$ cat config.mk
export PLATFORM = sky130hd
export DESIGN_NAME = qupls_fpu_seq_flat
export DESIGN_NICKNAME = d
export VERILOG_FILES = /design/src/rtl/qupls_fpu_seq_pkg.sv /design/src/rtl/qupls_fpu_seq_if.sv /design/src/rtl/qupls_fpu_lane_merge.sv /design/src/rtl/qupls_fpu_seq.sv /design/src/flat_wrapper.sv
export SDC_FILE = /design/constraint.sdc
export NUM_CORES = 1
export LEC_CHECK = 0
export ABC_AREA = 1
export CORE_UTILIZATION = 40
export CTS_BUF_LIST = sky130_fd_sc_hd__clkbuf_8
export CTS_CLUSTER_SIZE = 25
export DETAILED_ROUTE_END_ITERATION = 10
export PLACE_DENSITY = 0.68
export SLEW_MARGIN = 10
export SYNTH_ARGS = -nofsm -noshare
export SYNTH_HDL_FRONTEND = slang
export SYNTH_SLANG_ARGS = --single-unit
$ cat constraint.sdc
create_clock -name clk -period 5.3 [get_ports clk]
set_input_delay 1.06 -clock clk [delete_from_list [all_inputs] [get_ports clk]]
set_output_delay 1.06 -clock clk [all_outputs]
set_load 0.02 [all_outputs]
$ cat src/rtl/qupls_fpu_seq_pkg.sv
// QuplsPkg: shared Qupls types plus the FPU
// sequencer state and captured-operation bundle.
package QuplsPkg;

  typedef logic [5:0]  rob_ndx_t;
  typedef logic [8:0]  pregno_t;
  typedef logic [6:0]  aregno_t;
  typedef logic [63:0] value_t;

  typedef enum logic [1:0] {
    IDLE,
    EXEC,
    WB0,
    WB1
  } fpu_seq_state_t;

  typedef struct packed {
    rob_ndx_t   id;
    pregno_t    Rt;
    pregno_t    Rt1;
    aregno_t    aRt;
    aregno_t    aRt1;
    logic       aRtz;
    logic       aRtz1;
    logic       qfext;
    logic [7:0] cptgt;
  } fpu_op_t;

endpackage

$ cat src/rtl/qupls_fpu_seq_if.sv
// Writeback request channel between the FPU
// sequencer and the writeback arbiter.
interface qupls_fpu_seq_if #(
  parameter int WID = 64
);
  import QuplsPkg::*;

  logic           wrv;
  logic           wack;
  rob_ndx_t       wid;
  pregno_t        wRt;
  aregno_t        waRt;
  logic           wz;
  logic [WID-1:0] wres;
  logic           wexc;
  logic           wlast;

  modport master (
    output wrv, wid, wRt, waRt,
    output wz, wres, wexc, wlast,
    input  wack
  );

  modport slave (
    input  wrv, wid, wRt, waRt,
    input  wz, wres, wexc, wlast,
    output wack
  );

endinterface

$ cat src/rtl/qupls_fpu_lane_merge.sv
// Per-byte select between an old target value
// and a new result; a set mask bit keeps the old byte.
module qupls_fpu_lane_merge #(
  parameter int WID = 64
) (
  input  logic [WID/8-1:0] mask,
  input  logic [WID-1:0]   old_val,
  input  logic [WID-1:0]   new_val,
  output logic [WID-1:0]   merged
);

  for (genvar i = 0; i < WID/8; i++) begin : g_lane
    assign merged[i*8 +: 8] = mask[i]
      ? old_val[i*8 +: 8]
      : new_val[i*8 +: 8];
  end

endmodule

$ cat src/rtl/qupls_fpu_seq.sv
// FPU operation sequencer: issues to the multicycle
// core or completes at once, then writes back 1-2 results.
module qupls_fpu_seq
  import QuplsPkg::*;
#(
  parameter int WID = 64,
  parameter int TMO = 63
) (
  input  logic           clk,
  input  logic           rst,
  input  logic           start,
  input  rob_ndx_t       id,
  input  pregno_t        Rt,
  input  pregno_t        Rt1,
  input  aregno_t        aRt,
  input  aregno_t        aRt1,
  input  logic           aRtz,
  input  logic           aRtz1,
  input  logic           qfext,
  input  logic [7:0]     cptgt,
  input  logic           sc_done,
  input  logic [WID-1:0] argT,
  input  logic [WID-1:0] sc_res,
  output logic           fpu_ld,
  input  logic           fpu_done,
  input  logic [WID-1:0] fpu_res,
  input  logic [WID-1:0] fpu_res1,
  input  logic           fpu_exc,
  input  logic           flush,
  output logic           idle,
  qupls_fpu_seq_if.master wb
);

  localparam int CW = $clog2(TMO + 1);

  fpu_seq_state_t state, state_n;
  fpu_op_t        op, op_n;
  logic [CW-1:0]  cnt, cnt_n;
  logic [WID-1:0] argt_q, argt_n;
  logic [WID-1:0] res0, res0_n;
  logic [WID-1:0] res1, res1_n;
  logic           exc, exc_n;
  logic           ld_n;
  logic [WID-1:0] merged;

  qupls_fpu_lane_merge #(.WID(WID)) u_merge (
    .mask    (op_n.cptgt),
    .old_val (argt_n),
    .new_val (res0_n),
    .merged  (merged)
  );

  always_comb begin
    state_n = state;
    op_n    = op;
    argt_n  = argt_q;
    res0_n  = res0;
    res1_n  = res1;
    exc_n   = exc;
    cnt_n   = '0;
    ld_n    = 1'b0;
    unique case (state)
      IDLE: if (start) begin
        op_n.id    = id;
        op_n.Rt    = Rt;
        op_n.Rt1   = Rt1;
        op_n.aRt   = aRt;
        op_n.aRt1  = aRt1;
        op_n.aRtz  = aRtz;
        op_n.aRtz1 = aRtz1;
        op_n.qfext = qfext;
        op_n.cptgt = cptgt;
        argt_n     = argT;
        res1_n     = '0;
        exc_n      = 1'b0;
        if (sc_done || &cptgt) begin
          res0_n  = sc_res;
          state_n = WB0;
        end else begin
          res0_n  = '0;
          ld_n    = 1'b1;
          state_n = EXEC;
        end
      end
      EXEC: begin
        if (fpu_done) begin
          res0_n  = fpu_res;
          res1_n  = fpu_res1;
          exc_n   = fpu_exc;
          state_n = WB0;
        end else if (cnt == CW'(TMO)) begin
          res0_n  = '0;
          res1_n  = '0;
          exc_n   = 1'b1;
          state_n = WB0;
        end else begin
          cnt_n = cnt + CW'(1);
        end
      end
      WB0: if (wb.wack)
        state_n = op.qfext ? WB1 : IDLE;
      WB1: if (wb.wack)
        state_n = IDLE;
      default: state_n = IDLE;
    endcase
    // flush outranks start and wack
    if (flush) begin
      state_n = IDLE;
      ld_n    = 1'b0;
      cnt_n   = '0;
    end
  end

  always_ff @(posedge clk or negedge rst) begin
    if (!rst) begin
      state    <= IDLE;
      op       <= '0;
      cnt      <= '0;
      argt_q   <= '0;
      res0     <= '0;
      res1     <= '0;
      exc      <= 1'b0;
      fpu_ld   <= 1'b0;
      idle     <= 1'b1;
      wb.wrv   <= 1'b0;
      wb.wlast <= 1'b0;
      wb.wexc  <= 1'b0;
      wb.wz    <= 1'b1;
      wb.wid   <= '0;
      wb.wRt   <= '0;
      wb.waRt  <= '0;
      wb.wres  <= '0;
    end else begin
      state    <= state_n;
      op       <= op_n;
      cnt      <= cnt_n;
      argt_q   <= argt_n;
      res0     <= res0_n;
      res1     <= res1_n;
      exc      <= exc_n;
      fpu_ld   <= ld_n;
      idle     <= state_n == IDLE;
      wb.wrv   <= state_n == WB0 ||
                  state_n == WB1;
      wb.wlast <= state_n == WB1 ||
                  (state_n == WB0 && !op_n.qfext);
      wb.wexc  <= exc_n &&
                  (state_n == WB0 || state_n == WB1);
      if (state_n == WB0) begin
        wb.wid  <= op_n.id;
        wb.wRt  <= op_n.Rt;
        wb.waRt <= op_n.aRt;
        wb.wz   <= op_n.aRtz;
        wb.wres <= merged;
      end else if (state_n == WB1) begin
        wb.wid  <= op_n.id;
        wb.wRt  <= op_n.Rt1;
        wb.waRt <= op_n.aRt1;
        wb.wz   <= op_n.aRtz1;
        wb.wres <= res1_n;
      end
    end
  end

endmodule

$ cat src/flat_wrapper.sv
// flat-port wrapper written by rule: the top's interface ports become plain ports
module qupls_fpu_seq_flat import QuplsPkg::*;
#(
  parameter int WID = 64,
  parameter int TMO = 63
)
  (clk, rst, start, id, Rt, Rt1, aRt, aRt1, aRtz, aRtz1, qfext, cptgt, sc_done, argT, sc_res, fpu_ld, fpu_done, fpu_res, fpu_res1, fpu_exc, flush, idle, wb_wrv, wb_wid, wb_wRt, wb_waRt, wb_wz, wb_wres, wb_wexc, wb_wlast, wb_wack);
  qupls_fpu_seq_if #(.WID(WID)) wb_i ();
  input  logic clk;
  input  logic rst;
  input  logic start;
  input  rob_ndx_t id;
  input  pregno_t Rt;
  input  pregno_t Rt1;
  input  aregno_t aRt;
  input  aregno_t aRt1;
  input  logic aRtz;
  input  logic aRtz1;
  input  logic qfext;
  input  logic [7:0] cptgt;
  input  logic sc_done;
  input  logic [WID-1:0] argT;
  input  logic [WID-1:0] sc_res;
  output logic fpu_ld;
  input  logic fpu_done;
  input  logic [WID-1:0] fpu_res;
  input  logic [WID-1:0] fpu_res1;
  input  logic fpu_exc;
  input  logic flush;
  output logic idle;
  output wire logic [$bits(wb_i.wrv)-1:0] wb_wrv;
  output wire logic [$bits(wb_i.wid)-1:0] wb_wid;
  output wire logic [$bits(wb_i.wRt)-1:0] wb_wRt;
  output wire logic [$bits(wb_i.waRt)-1:0] wb_waRt;
  output wire logic [$bits(wb_i.wz)-1:0] wb_wz;
  output wire logic [$bits(wb_i.wres)-1:0] wb_wres;
  output wire logic [$bits(wb_i.wexc)-1:0] wb_wexc;
  output wire logic [$bits(wb_i.wlast)-1:0] wb_wlast;
  input wire logic [$bits(wb_i.wack)-1:0] wb_wack;
  assign wb_wrv = wb_i.wrv;
  assign wb_wid = wb_i.wid;
  assign wb_wRt = wb_i.wRt;
  assign wb_waRt = wb_i.waRt;
  assign wb_wz = wb_i.wz;
  assign wb_wres = wb_i.wres;
  assign wb_wexc = wb_i.wexc;
  assign wb_wlast = wb_i.wlast;
  assign wb_i.wack = wb_wack;
  qupls_fpu_seq #(.WID(WID), .TMO(TMO)) u_core (.clk(clk), .rst(rst), .start(start), .id(id), .Rt(Rt), .Rt1(Rt1), .aRt(aRt), .aRt1(aRt1), .aRtz(aRtz), .aRtz1(aRtz1), .qfext(qfext), .cptgt(cptgt), .sc_done(sc_done), .argT(argT), .sc_res(sc_res), .fpu_ld(fpu_ld), .fpu_done(fpu_done), .fpu_res(fpu_res), .fpu_res1(fpu_res1), .fpu_exc(fpu_exc), .flush(flush), .idle(idle), .wb(wb_i));
endmodule
# Word-level counts from Yosys, hierarchy flattened
# Cells that the tools add are included.
# totals
reg_bits,342
# op_classes
eq_ne,6
reduce_logical,10
add_sub_neg,1
mux,52
# ops
op,count
2-to-1 mux 64 bit,11
one-hot mux 64 bit (2 select lines),2
2-to-1 mux 49 bit,2
2-to-1 mux 8 bit,8
2-to-1 mux 6 bit,6
2-to-1 mux 9 bit,2
2-to-1 mux 2 bit,8
2-to-1 mux 7 bit,2
2-to-1 mux 1 bit,9
equality test 2 bit (second input constant),4
one-hot mux 2 bit (4 select lines),1
AND reduction 8 bit,1
adder 6 x 1 -> 6 bit (second input constant),1
equality test 6 bit (second input constant),1
zero test 2 bit,2
logical OR 1 bit,3
equality test 2 x 1 -> 1 bit (second input constant),1
logical AND 1 bit,2
one-hot mux 1 bit (2 select lines),1
nonzero test 2 bit,1
zero test 1 bit,1

# Logic depth before layout (Yosys ltp)
# depth
depth_word,9
ltp_mapped,14
ltp_nobuf,12

# By module
# A second synthesis with hierarchy kept.
# unflattened
hier_cells,2193
hier_area_um2,16498.3
# modules_own_cells
mod,n_inst,cells_each,seq_area_each_um2,area_each_um2
qupls_fpu_seq,1,1985,8560.7,15657.5
qupls_fpu_lane_merge,1,208,0.0,840.8

# Worst setup path after synthesis
# OpenSTA, ideal clock, no wires.
# synth_path
kind,in2reg
from,in cptgt[0]
to,reg u_core.wb.wres[63]
slack_ns,3.079
arrival_time_ns,2.143
path_buffers,2
t_required_ns,5.223
cell_stages,10
setup_time_ns,0.077
path_cell_list,nand2_1 nor2_1 nand2_1 nand2_1 buf_2 buf_1 nand3_1 nand4_1 nand3_1 a21oi_1
# synth_between
elab_chain_cells,8
word_cells_on_any_way,14
cone_classes,2 x eq/ne; 9 x mux; 3 x reduce/logical
# synth_lines
element,line,source
"start, declared",flat_wrapper.sv:20,input logic [7:0] cptgt;
AND reduction 8 bit (*),qupls_fpu_seq.sv:76,if (sc_done || &cptgt) begin
logical OR 1 bit (*),qupls_fpu_seq.sv:76,
2-to-1 mux 2 bit,qupls_fpu_seq.sv:76,
2-to-1 mux 2 bit,qupls_fpu_seq.sv:63,IDLE: if (start) begin
one-hot mux 2 bit (4 select lines),qupls_fpu_seq.sv:62,unique case (state)
2-to-1 mux 2 bit,qupls_fpu_seq.sv:107,if (flush) begin
"equality test 2 bit, on equally long branches","qupls_fpu_seq.sv:149, qupls_fpu_seq.sv:155",
2-to-1 mux 64 bit / nonzero test 2 bit (equally long branches),--,
"end signal, assigned",qupls_fpu_seq.sv:154,wb.wres <= merged;
"end signal, assigned",qupls_fpu_seq.sv:160,wb.wres <= res1_n;
"end, declared",qupls_fpu_seq_if.sv:20,"output wz, wres, wexc, wlast,"
# Every way passes the cells marked *; elsewhere a longest branch is shown, timed or not.
# A chain may end at the register's enable or synchronous reset.

# Worst setup path in the final report
# layout_path
from,in cptgt[4]
to,reg u_core.wb.wres[27]
# Same word-level chain as after synthesis.

==> summary.md <==
| Metric | Value |
|---|---|
| Status | finished clean |
| RSZ-0062 raised after global routing | no |
| Switching share of power | 35.2% |
| Power Internal | 0.00579 W |
| Clk_skew | 0.0282 ns |
| Vias in the first global route | 14,300 |
| Fin crit share | 69.8% |
| Gate Count Post-Synth | 1,754 |
| Fmax | 0.270 GHz |
| Final setup vio count | 0 |
| Area grow syn2layout | 36.7% |
| Routed WL | 53,200 µm |
| Worst path slowest cell | nand2_2 |
| Hold WC Path Type | register to register |
| Port bufs | 404 |
| Die Wd | 196 µm |
| First-pass GRT wire length | 81,200 µm |
| Die area | 0.0386 mm² |
| Post_cts resized | 0 |
| WHS | 0.470 ns |
| Top FF cell, synth | dfrtp_1 |
| Largest net degree at the start of global routing | 159 |
| Share of cells above drive strength 1 | 8.33% |
| Clock power frac | 25.6% |
| Arr. time, crit path | 4.18 ns |
| Total negative slack | 0 ns |
| Via count | 13,800 |
| Crit end category | register |
| Slew HR | 26.8% |
| Cells on worst reg2reg path | 9 |
| # rows | 70 |
| 1st-pass router iterations | 5 |
| Starting Density | 41.0% |
| CP startpoint kind | input port |
| Pleak | 9.95 nW |
| Fill count | 3,336 |
| H-tree depth | 2 |
| Nets | 2,454 |
| Total setup buffers inserted after CTS | 0 |
| Post-layout min period | 3.70 ns |
| Logic pwr share | 34.3% |
| Syn_nets | 2,068 |
| Critical Path Max Stage Delay | 0.92 ns |
| Mapped Avg Cell Area | 8.62 µm² |
| Reported max-cap violation count | 0 |
| Longest Clk Path Bufs | 3 |
| # IOs | 405 |
| Area leader, netlist | dfrtp_1 |
| Maximum VDD drop | 0.270 mV |
| Final hold viol count | 0 |
| Sequential share of power | 40.1% |
| Antenna-violating nets left | 0 |
| Top cell type's share of synthesized area | 56.3% |
| Gr usage total | 27.6% |
| CTS Buf Count | 57 |
| Worst-margin pin slew | 1.10 ns |
| Seq/Total Area, Yosys | 56.6% |
| Clock sinks | 342 |
| Netlist cell types | 35 |
| Clock Pin Slew Worst Setup and Hold Paths | 0.06 ns |
| Area of the multi-input gates | 0.00548 mm² |
| WL per Instance | 19.8 µm |
| Yosys reg bits | 342 |
| Core Region | 0.0369 mm² |
| Placer Congestion | 0.836 |
| Final Max Slew Viols | 0 |
| Crit path cell chain | clkdlybuf4s50_1 -> nand2_1 -> nor2_1 -> nand2_1 -> nand4_1 -> nand2_2 -> nand2_2 -> o21ai_0 -> inv_1 -> nand2_1 |
| Total power | 0.00894 W |
| Number of enable-type register cells in the synthesized netlist | 0 |
| Skew-Pair Late Insertion Delay | 0.62 ns |
| Root Driver | clkbuf_8 |
| Critical Path Fanout Max | 38 |
| Die Y-Extent | 196 µm |
| CTS tree | yes |
| Initial antenna violation count | 10 |
| Top cells by area, synth | dfrtp_1 (56%), nand2_1 (13%), nand3_1 (6.2%) |
| Mapped Area | 0.0151 mm² |
| Hold_buf cts | 0 |
| Worst hold path cell count | 2 |
| NetSw | 0.00315 W |
| Required time worst endpoint | 5.78 ns |
| Type of the worst setup path | input port to register |
| DR DRC count | 0 |
| CP most frequent cell | nand2_1 |
| FF+latch area | 0.00856 mm² |
| Overflow after GRT | 0 |
| Async S/R FF share, synth | 100% |
| Power per cell area | 433 mW/mm² |
| Post-detail-place hpwl | 34,900 µm |
| Number of vias per cell | 5.13 |
| Initial DRC Count | 849 |
| Ys Warns | 0 |
## registers in the layout (all words and copies together) (netlist names)
name	cells
u_core.op	49
u_core.cnt	6
u_core.res0	64
u_core.wb.wz	1
u_core.wb.waRt	7
u_core.wb.wrv	1
u_core.wb.wexc	1
u_core.wb.wid	6
u_core.wb.wres	64
u_core.fpu_ld	1
u_core.state	2
u_core.argt_q	64
u_core.exc	1
u_core.res1	64
u_core.wb.wlast	1
u_core.wb.wRt	9
u_core.idle	1
## cell usage after synthesis (6+ instances only)
cell type and count:
nand2_1 508, dfrtp_1 340, nand3_1 188, inv_1 153, nor2_1 96, o21ai_0 79
buf_2 60, a21oi_1 50, nand4_1 50, or2_2 50, a22oi_1 25, clkbuf_1 21
o211ai_1 19, o22ai_1 19, buf_4 14, o21ai_1 13, mux2i_1 12, inv_2 9
o2111ai_1 7, a31oi_1 6, nand2_2 6, or2_0 6
## cell usage in the layout (no fill, tap or decap), types with 25 or more instances in the layout
cell             count
or2_2               50
nand3_1            188
nor2_1              96
nand2_1            506
clkbuf_8            73
inv_1              179
a21oi_1             50
o21ai_0             78
clkdlybuf4s50_1    403
a22oi_1             25
dfrtp_1            340
nand4_1             50
## power by group through the flow
| stage | logic (W) | clock network, W | registers, W |
|---|---|---|---|
| floorplan | 0.00124 | 0 | 0.00394 |
| global route | 0.00335 | 0.00247 | 0.00366 |
| detailed placement | 0.00308 | 0 | 0.00361 |
| finish | 0.00307 | 0.00229 | 0.00358 |
| CTS | 0.00309 | 0.00235 | 0.00358 |
| global placement | 0.00303 | 0 | 0.00360 |
## cell families after synthesis
family | share of synthesized area (%)
multiplexers | 0.795
AND/OR/NAND/NOR | 26.2
AO/OA/AOI/OAI | 8.77
adder cells (fa/ha/maj) | 0.0827
buffers and inverters | 7.37
flip-flops | 56.6
XOR/XNOR | 0.116
## per-stage QoR
stage               setup slack [ns]  cell area, µm²  std cells  utilization, %
floorplan                       3.08           15100       1754               -
global placement                1.10           19500       2585            53.0
detailed placement              1.07           19500       2585            53.0
CTS                             1.72           20700       2688            56.0
global route                    1.43           20700       2691            56.0
finish                          1.60           20700       2693            56.1
## worst paths after layout
check                                      from                 end  slack (ns)
worst min-delay path            u_core.res1[53]     u_core.res1[53]        0.47
worst max-delay path                   cptgt[4]  u_core.wb.wres[27]        1.60
worst min register to register  u_core.res1[53]     u_core.res1[53]        0.47
min in group asynchronous                   rst      u_core.res0[7]        0.50
worst max register to register  u_core.state[1]  u_core.wb.wres[27]        2.15
max in group asynchronous                   rst        u_core.op[0]        3.61
## critical path, delay by kind of cell
family / cells / cell delay (ns)
and+or+nand+nor: 7 / 2.22
buffers and inverters: 2 / 0.65
AOI/OAI and AO/OA: 1 / 0.22
## area by class of cell
cell class                      instances  area share [%]
Sequential cell                       342            41.4
Clock buffer                           73            4.86
Inverter                              162            2.97
Clock inverter                         30           0.581
Multi-Input combinational cell       1151            26.5
Tap cell                              504            3.05
Antenna cell                            5          0.0605
Timing Repair Buffer                  426            20.6
## routing by layer
layer	vias up	wire length [µm]	track usage [%]
met2	512	25400	45.5
met3	115	4490	7.97
met4	10	1680	10.7
li1	6474	-	-
met1	6700	21700	34.1
met5	-	51	0
Note: power is estimated with default switching activity, not from simulation.
